--- config.mk ---
export PLATFORM = sky130hd
export DESIGN_NAME = tdc_meas_core
export DESIGN_NICKNAME = d
export VERILOG_FILES = /design/src/rtl/tdc_meas_core.sv
export SDC_FILE = /design/constraint.sdc
export NUM_CORES = 1
export LEC_CHECK = 0
export CORE_MARGIN = 2
export CORE_UTILIZATION = 54
export DETAILED_ROUTE_END_ITERATION = 7
export PLACE_DENSITY = 0.86
export SLEW_MARGIN = 20
export SYNTH_ARGS = -nofsm -noshare
export SYNTH_HDL_FRONTEND = slang
export SYNTH_SLANG_ARGS = --single-unit
--- constraint.sdc ---
create_clock -name clk -period 3.2 [get_ports clk]
set_input_delay 0.8 -clock clk [delete_from_list [all_inputs] [get_ports clk]]
set_output_delay 0.8 -clock clk [all_outputs]
set_load 0.02 [all_outputs]
--- src/rtl/tdc_meas_core.sv ---
`default_nettype none
// ============================================================================
// Module   : tdc_meas_core
// Purpose  : TDC v2 measurement core. Measures the time from a synchronous
//            start edge to a stop event. The coarse part is a count of whole
//            clk cycles. The fine part is the number of delay-line taps the
//            stop edge has already propagated through. Each result is handed
//            to the consumer over a valid/ready handshake.
// Options  : Defining TDC_AVG_EN turns on burst averaging. One arm then runs
//            2^AVG_LOG2 measurements and presents a single averaged result.
// Ports    : clk          system clock
//            rst          asynchronous, active-high reset
//            arm_i        one-cycle pulse that arms a measurement or a burst
//            start_i      synchronous start level; its rising edge starts timing
//            taps_i       registered delay-line snapshot (ones = taps passed)
//            res_coarse_o coarse result in clk cycles
//            res_fine_o   fine result (popcount of the snapshot)
//            res_valid_o  result valid
//            res_ready_i  consumer accepts the result
//            timeout_o    result is a timeout; qualified by res_valid_o
//            busy_o       high whenever the FSM is not idle
// Timing   : t = coarse*Tclk - fine*Ttap + offset (evaluated in software)
// Revision : 1.0 - initial v2 core
// ============================================================================
module tdc_meas_core #(
  parameter int N_TAPS   = 32,
  parameter int COARSE_W = 8,
  parameter int AVG_LOG2 = 2
) (
  input  logic                         clk,
  input  logic                         rst,
  input  logic                         arm_i,
  input  logic                         start_i,
  input  logic [N_TAPS-1:0]            taps_i,
  output logic [COARSE_W-1:0]          res_coarse_o,
  output logic [$clog2(N_TAPS+1)-1:0]  res_fine_o,
  output logic                         res_valid_o,
  input  logic                         res_ready_i,
  output logic                         timeout_o,
  output logic                         busy_o
);

  localparam int FINE_W = $clog2(N_TAPS+1);
  localparam logic [COARSE_W-1:0] CNT_MAX = {COARSE_W{1'b1}};
  localparam logic [COARSE_W-1:0] CNT_ONE = {{(COARSE_W-1){1'b0}}, 1'b1};

  typedef enum logic [1:0] {
    IDLE  = 2'd0,
    ARMED = 2'd1,
    RUN   = 2'd2,
    DONE  = 2'd3
  } state_t;

  state_t              state;
  logic                start_q;
  logic [COARSE_W-1:0] cnt;

  logic                start_edge;
  logic                hit;
  logic [FINE_W-1:0]   pop;

  // Capture decision for this cycle; the results register loads it at the edge.
  logic                cap_en;
  logic [COARSE_W-1:0] cap_coarse;
  logic [FINE_W-1:0]   cap_fine;
  logic                cap_to;

  assign start_edge = start_i & ~start_q;
  assign hit        = |taps_i;
  assign busy_o     = (state != IDLE);

  // Counting ones rather than locating the first 1->0 transition makes the
  // fine code insensitive to bubbles in the thermometer snapshot.
  always_comb begin
    pop = '0;
    for (int i = 0; i < N_TAPS; i++) begin
      pop = pop + {{(FINE_W-1){1'b0}}, taps_i[i]};
    end
  end

  always_comb begin
    cap_en     = 1'b0;
    cap_coarse = '0;
    cap_fine   = '0;
    cap_to     = 1'b0;
    case (state)
      ARMED: begin
        if (start_edge && hit) begin
          cap_en   = 1'b1;
          cap_fine = pop;
        end
      end
      RUN: begin
        if (hit) begin
          cap_en     = 1'b1;
          cap_coarse = cnt;
          cap_fine   = pop;
        end else if (cnt == CNT_MAX) begin
          cap_en     = 1'b1;
          cap_coarse = CNT_MAX;
          cap_to     = 1'b1;
        end
      end
      default: ;
    endcase
  end

`ifdef TDC_AVG_EN
  logic [AVG_LOG2-1:0]          burst_cnt;
  logic [COARSE_W+AVG_LOG2-1:0] acc_coarse;
  logic [FINE_W+AVG_LOG2-1:0]   acc_fine;
  logic [COARSE_W+AVG_LOG2-1:0] sum_coarse;
  logic [FINE_W+AVG_LOG2-1:0]   sum_fine;
  logic                         burst_last;

  // Sums include the sample being captured this cycle, so the final average
  // is available without an extra accumulation cycle.
  assign sum_coarse = acc_coarse + {{AVG_LOG2{1'b0}}, cap_coarse};
  assign sum_fine   = acc_fine   + {{AVG_LOG2{1'b0}}, cap_fine};
  assign burst_last = (burst_cnt == {AVG_LOG2{1'b1}});
`endif

  always_ff @(posedge clk or posedge rst) begin
    if (rst) begin
      state        <= IDLE;
      start_q      <= 1'b0;
      cnt          <= '0;
      res_coarse_o <= '0;
      res_fine_o   <= '0;
      res_valid_o  <= 1'b0;
      timeout_o    <= 1'b0;
`ifdef TDC_AVG_EN
      burst_cnt    <= '0;
      acc_coarse   <= '0;
      acc_fine     <= '0;
`endif
    end else begin
      start_q <= start_i;

      case (state)
        IDLE: begin
          if (arm_i) begin
            state <= ARMED;
`ifdef TDC_AVG_EN
            burst_cnt  <= '0;
            acc_coarse <= '0;
            acc_fine   <= '0;
`endif
          end
        end
        ARMED: begin
          // A start edge with a same-cycle hit is captured below instead.
          if (start_edge && !hit) begin
            cnt   <= CNT_ONE;
            state <= RUN;
          end
        end
        RUN: begin
          // Saturates at CNT_MAX; that value triggers the timeout capture.
          if (!hit && (cnt != CNT_MAX)) begin
            cnt <= cnt + CNT_ONE;
          end
        end
        DONE: begin
          if (res_valid_o && res_ready_i) begin
            res_valid_o <= 1'b0;
            timeout_o   <= 1'b0;
            state       <= IDLE;
          end
        end
        default: state <= IDLE;
      endcase

      if (cap_en) begin
`ifdef TDC_AVG_EN
        if (cap_to) begin
          // A timeout aborts the whole burst; partial sums are discarded.
          res_coarse_o <= CNT_MAX;
          res_fine_o   <= '0;
          timeout_o    <= 1'b1;
          res_valid_o  <= 1'b1;
          acc_coarse   <= '0;
          acc_fine     <= '0;
          burst_cnt    <= '0;
          state        <= DONE;
        end else if (burst_last) begin
          res_coarse_o <= sum_coarse[COARSE_W+AVG_LOG2-1:AVG_LOG2];
          res_fine_o   <= sum_fine[FINE_W+AVG_LOG2-1:AVG_LOG2];
          timeout_o    <= 1'b0;
          res_valid_o  <= 1'b1;
          acc_coarse   <= '0;
          acc_fine     <= '0;
          burst_cnt    <= '0;
          state        <= DONE;
        end else begin
          // Silent return to ARMED for the next measurement of the burst.
          acc_coarse <= sum_coarse;
          acc_fine   <= sum_fine;
          burst_cnt  <= burst_cnt + {{(AVG_LOG2-1){1'b0}}, 1'b1};
          state      <= ARMED;
        end
`else
        res_coarse_o <= cap_coarse;
        res_fine_o   <= cap_fine;
        timeout_o    <= cap_to;
        res_valid_o  <= 1'b1;
        state        <= DONE;
`endif
      end
    end
  end

endmodule
`default_nettype wire

Yosys cells after proc, flatten, opt, wreduce, memory -nomap -nowiden
Index checks and enable logic that the tools add are counted.
{"block": "op_classes", "muxes": 24, "addsub": 32, "n_reduce_logical": 15, "bitwise": 2, "eq_ne": 10}
{"operator": "adder 6 x 1 -> 6 bit", "count": 26}
{"operator": "2-to-1 mux 8 bit", "count": 5}
{"operator": "OR reduction 32 bit", "count": 1}
{"operator": "case mux 8 bit (2 select lines)", "count": 1}
{"operator": "2-to-1 mux 6 bit", "count": 2}
{"operator": "case mux 6 bit (2 select lines)", "count": 1}
{"operator": "2-to-1 mux 1 bit", "count": 9}
{"operator": "inequality test 3 bit, second input constant", "count": 3}
{"operator": "adder 8 x 1 -> 8 bit, second input constant", "count": 1}
{"operator": "== test 8 bit, second input constant", "count": 1}
{"operator": "2-to-1 mux 2 bit", "count": 4}
{"operator": "inequality test 8 bit, second input constant", "count": 1}
{"operator": "nonzero test 2 bit", "count": 4}
{"operator": "adder 5 x 1 -> 6 bit", "count": 1}
{"operator": "case mux 2 bit (3 select lines)", "count": 1}
{"operator": "adder 4 x 1 -> 5 bit", "count": 1}
{"operator": "adder 3 x 1 -> 4 bit", "count": 1}
{"operator": "== test 2 bit, second input constant", "count": 2}
{"operator": "logical AND 1 bit", "count": 4}
{"operator": "inequality test 2 bit, second input constant", "count": 2}
{"operator": "AND reduction 4 bit", "count": 1}
{"operator": "nonzero test 4 bit", "count": 1}
{"operator": "adder 2 x 1 -> 3 bit", "count": 1}
{"operator": "AND reduction 3 bit", "count": 1}
{"operator": "other kinds (8)", "count": 8}
{"block": "totals", "register_bits": 27, "in_bits": 37, "out_inout_bits": 17, "wordCells": 90}

Logic depth before layout (Yosys ltp)
{"block": "depth", "word_depth": 33, "mapped_depth": 16, "ltp_nobuf": 16}

Worst setup path after synthesis
No wires, ideal clock.
{"block": "synth_timing", "path_kind": "input -> register", "start": "in taps_i[0]", "end": "reg res_fine_o[5]", "n_path_buf": 0, "path_slack_ps": -1761, "setup_ps": 135, "t_required_ps": 3065, "arrival_ps": 4827, "stages": 16, "path_cell_list": "inv_1 -> fa_1 -> fa_1 -> inv_1 -> fa_1 -> fa_1 -> fa_1 -> inv_1 -> fa_1 -> inv_1 -> ha_1 -> a21o_1 -> a21oi_1 -> nor2b_1 -> o21ai_0 -> o21ai_0"}
{"block": "synth_via", "elab_chain_cells": 33, "elab_cells_between_ends": 39, "classes_between": "add/sub: 31; mux: 6; reduce/logical: 2"}
{"item": "from (decl)", "line_no": "34", "text": "input logic [N_TAPS-1:0] taps_i,"}
{"item": "adder 1 x 1 -> 2 bit", "line_no": "77", "text": "pop = pop + {{(FINE_W-1){1'b0}}, taps_i[i]};"}
{"item": "adder 2 x 1 -> 3 bit", "line_no": "77"}
{"item": "adder 3 x 1 -> 4 bit", "line_no": "77"}
{"item": "adder 4 x 1 -> 5 bit", "line_no": "77"}
{"item": "adder 5 x 1 -> 6 bit", "line_no": "77"}
{"item": "adder 6 x 1 -> 6 bit (26 in series)", "line_no": "77"}
{"item": "2-to-1 mux 6 bit (on tied branches)", "line_no": "94, 88"}
{"item": "case mux 6 bit (2 select lines)", "line_no": "86", "text": "case (state)"}
{"item": "to (signal assigned)", "line_no": "204", "text": "res_fine_o <= cap_fine;"}
{"item": "to (decl)", "line_no": "36", "text": "output logic [$clog2(N_TAPS+1)-1:0] res_fine_o,"}
Parallel ways exist; a longest one is shown, timed or not.
A chain may end at the register's enable or synchronous reset.

Final worst setup path
{"block": "layout_timing", "start": "in taps_i[19]", "end": "reg res_fine_o[4]"}
{"block": "layout_via", "elab_chain_cells": 15, "elab_cells_between_ends": 21, "classes_between": "add/sub: 13; mux: 6; reduce/logical: 2"}
{"item": "adder 6 x 1 -> 6 bit (13 in series)", "line_no": "77"}
{"item": "2-to-1 mux 6 bit (on tied branches)", "line_no": "94, 88"}
{"item": "case mux 6 bit (2 select lines)", "line_no": "86"}
Parallel ways exist; a longest one is shown, timed or not.

==> impl_metrics.yaml <==
outcome:
  outcome: "finished with violations"
  failed_checks: "setup timing"
placed_design:
  dp_cells: 341
  dp_hpwl_mm: 4.475
  port_buffers: 53
  routabilityCongestion: 0.8604
  preCtsSetupSlack_ns: -2.371
  dpl_cell_area_mm2: 0.002945
synth:
  post_synth_inst_count: 225
  synth_largest_type_area_fraction_pct: 30.20
  yosys_warnings: 0
  synth_enable_flop_cells: 0
  ys_seq_area_share_pct: 30.20
  synth-main-ff-cell: "sky130_fd_sc_hd__dfrtp_1"
  asyncSetResetFlopFracSynth_pct: 100.0
  syn_nets: 299
  syn-mean-instance-area_um2: 9.943
  synth_top_area_cell: "sky130_fd_sc_hd__dfrtp_1"
  ys_seq_elements: 27
  post_synth_instance_area_mm2: 0.002237
  synth_top_cells_by_area: "sky130_fd_sc_hd__dfrtp_1 (30%), sky130_fd_sc_hd__fa_1 (21%), sky130_fd_sc_hd__inv_1 (9.1%), sky130_fd_sc_hd__ha_1 (7.3%), sky130_fd_sc_hd__a221o_1 (3.6%)"
  synth.lib_cells_used.distinct: 44
global_route:
  grt-ovfl-total: 0
  grtUsageTotal_pct: 24.29
  grt_start_max_net_pins: 28
  grt_pass1_vias: 1856
  global_route_wire_length_before_repair_mm: 8.369
  antenna_violations_before_repair: 0
cells_and_area:
  area_growth_syn_to_layout_pct: 33.22
  multiInputGateArea_mm2: 0.001350
  antenna_cells_inserted: 0
  design.final.nets: 373
  final-seq-area_um2: 675.6
  filler_cell_count: 276
  final_core_density_pct: 74.51
  layout.cells.non_filler: 348
  drive_gt1_share_pct: 25.50
  design_area_mm2: 0.002980
setup_path:
  criticalPathCategory: "in2reg"
  worst_setup_path_end_kind: "flip-flop"
  reg2reg_to: "cnt[7]"
  worst-path-max-fanout: 2
  worstRegToRegCells: 7
  worst_endpoint_data_arrival_time_ns: 4.96
  setup.reg_to_reg.worst_slack_ns: 0.76
  worst_setup_path_start: "taps_i[19]"
  worstReg2RegStart: "state[0]"
  critPathRequiredTime_ns: 3.36
  cp-start-kind: "input port"
floorplanning:
  chipHeight_um: 68.37
  core_mm2: 0.004000
  floorplan.rows: 23
  die-area_mm2: 0.004674
  ios: 54
  start_util_pct: 55.93
  die_width_um: 68.37
timing:
  finalWorstPathRequiredPeriod_ns: 4.800
  timing_worst_slew_pin_value_ns: 0.4631
  timing_limited_maximum_frequency_mhz: 208.4
  final_hold_viol_count: 0
  maxSlewHeadroom_pct: 68.84
  fin_tns_setup_ns: -8.260
  final-setup-viol-count: 6
  final.period_utilization_pct: 150.0
  fin_worst_hold_slack_ns: 0.5242
  timing.final.ws_setup_ns: -1.600
  final.setup_skew_ns: 0.004466
  drv_slew: 0
  grt_setup_unrepaired: "yes"
clocking:
  cts_max_level: 1
  clock_tree.buffer_depth: 2
  tritoncts_num_sinks: 27
  clk_pin_slew_ns: 0.10
  cts_root_buffer: "sky130_fd_sc_hd__clkbuf_8"
  cts_made_buffers: 3
  post_cts_hold_buffer_count: 0
  clk-insertion-delay-late_ns: 0.27
  cts_tree: "yes"
detailed_routing:
  drc: 0
  firstDrtPassIters: 4
  detail_route.iter0.violations: 212
  wl_per_cell_um: 15.34
  dr_total_vias: 1879
  finalWirelength_mm: 5.339
  route.detailed.vias_per_inst: 5.399
  postRouteAntennaNets: 0
hold_path:
  worstHoldEndpoint: "res_coarse_o[5]"
  min-delay-path-class: "reg2reg"
  hold_start: "res_coarse_o[5]"
  timing.hold.worst_path_depth: 1
power_and_ir_drop:
  post-layout-total-power_mw: 2.650
  power.leakage_nw: 1.433
  power.ir.vdd_worst_mv: 0.9133
  powerDensity_mw_per_mm2: 889.2
run:
  maxCapViolCount: 0
-- how the worst max path moves through the flow --
stage	to	slack (ns)	cells past startpoint
6_report	res_fine_o[4]	-1.60	17
5_1_grt	res_fine_o[4]	-1.72	17
4_1_cts	res_fine_o[4]	-1.62	17
3_5_place_dp	res_fine_o[4]	-2.37	17
3_3_place_gp	res_fine_o[4]	-2.31	17
2_1_floorplan	res_fine_o[4]	-1.65	16
-- worst max-delay path: stages --
cell                      delay, ns
sky130_fd_sc_hd__buf_6         0.10
sky130_fd_sc_hd__fa_1          0.54
sky130_fd_sc_hd__inv_2         0.04
sky130_fd_sc_hd__fa_2          0.54
sky130_fd_sc_hd__fa_2          0.45
sky130_fd_sc_hd__fa_1          0.51
sky130_fd_sc_hd__fa_1          0.45
sky130_fd_sc_hd__fa_1          0.52
sky130_fd_sc_hd__inv_2         0.05
sky130_fd_sc_hd__ha_4          0.15
sky130_fd_sc_hd__inv_2         0.05
sky130_fd_sc_hd__fa_2          0.19
sky130_fd_sc_hd__inv_1         0.04
sky130_fd_sc_hd__a21o_1        0.17
sky130_fd_sc_hd__a21oi_2       0.14
sky130_fd_sc_hd__xor2_1        0.15
sky130_fd_sc_hd__o21ai_1       0.08
-- sequential cells by signal, summed over array words and instances (netlist names) --
signal / count
res_valid_o: 1
cnt: 8
res_coarse_o: 8
res_fine_o: 6
state: 2
timeout_o: 1
start_q: 1
-- Yosys cell counts, drive strengths merged, types with 3 or more instances --
cell type / instances
fa: 24
a21o: 3
nor2: 4
nor4: 7
nand2: 11
a21oi: 4
ha: 13
xor2: 3
dfrtp: 27
o21ai: 13
inv: 54
nand3: 13
a221o: 8
and3: 3
buf: 4
nor3: 4
-- timing repair --
item                                    in CTS  in global routing
setup buffers                                3                  0
endpoints found under the setup margin       6                  6
pin swaps                                   24                  3
resized for setup                           81                  8
-- metal layers --
metal	up-vias	GRT usage [%]	share of wire [%]
met5	-	0	0
met4	0	5.750	1.5
met3	10	3.947	4.4
met2	61	39.08	51
met1	902	34.51	43
li1	906	-	-
-- logic make-up (layout without fill, tap and decap cells) --
logic type	count (synthesis)	after routing	share of synthesized area, %
AOI/OAI and AO/OA	41	41	13.81
xor gates and xnor gates	3	3	1.175
adders and majority gates	37	37	28.75
buffers and inverters	59	132	11.07
DFF	27	27	30.20
muxes	2	2	0.8949
and+or+nand+nor	56	56	14.09
-- report_power, final --
group,switching [mW],internal (mW),leakage [nW]
Clock,0.110,0.0885,0.0217
Sequential,0.0478,0.410,0.348
Combinational,1.00,0.989,1.06
-- final cells by class --
cell class / count / share of cell area, %
Tap cell: 50 / 2.099
Clock inverter: 1 / 0.2519
Timing Repair Buffer: 74 / 21.41
Multi-Input combinational cell: 139 / 45.30
Inverter: 54 / 6.885
Sequential cell: 27 / 22.67
Clock buffer: 3 / 1.385
-- layout by cell type (no fill, tap or decap), types with 3 or more instances in the layout --
cell type                          n
sky130_fd_sc_hd__inv_1            36
sky130_fd_sc_hd__buf_6             4
sky130_fd_sc_hd__fa_2              5
sky130_fd_sc_hd__nand3_1          13
sky130_fd_sc_hd__xor2_1            3
sky130_fd_sc_hd__buf_4            21
sky130_fd_sc_hd__buf_2            11
sky130_fd_sc_hd__inv_2            17
sky130_fd_sc_hd__nor2_1            4
sky130_fd_sc_hd__clkdlybuf4s50_1  38
sky130_fd_sc_hd__fa_1             19
sky130_fd_sc_hd__nand2_1          11
sky130_fd_sc_hd__ha_1             12
sky130_fd_sc_hd__o21ai_1           7
sky130_fd_sc_hd__a221o_1           8
sky130_fd_sc_hd__dfrtp_1          27
sky130_fd_sc_hd__o21ai_0           5
sky130_fd_sc_hd__a21oi_2           3
sky130_fd_sc_hd__nor3_1            4
sky130_fd_sc_hd__clkbuf_8          3
sky130_fd_sc_hd__nor4_1            7
Power figures use the tool's default switching activity.
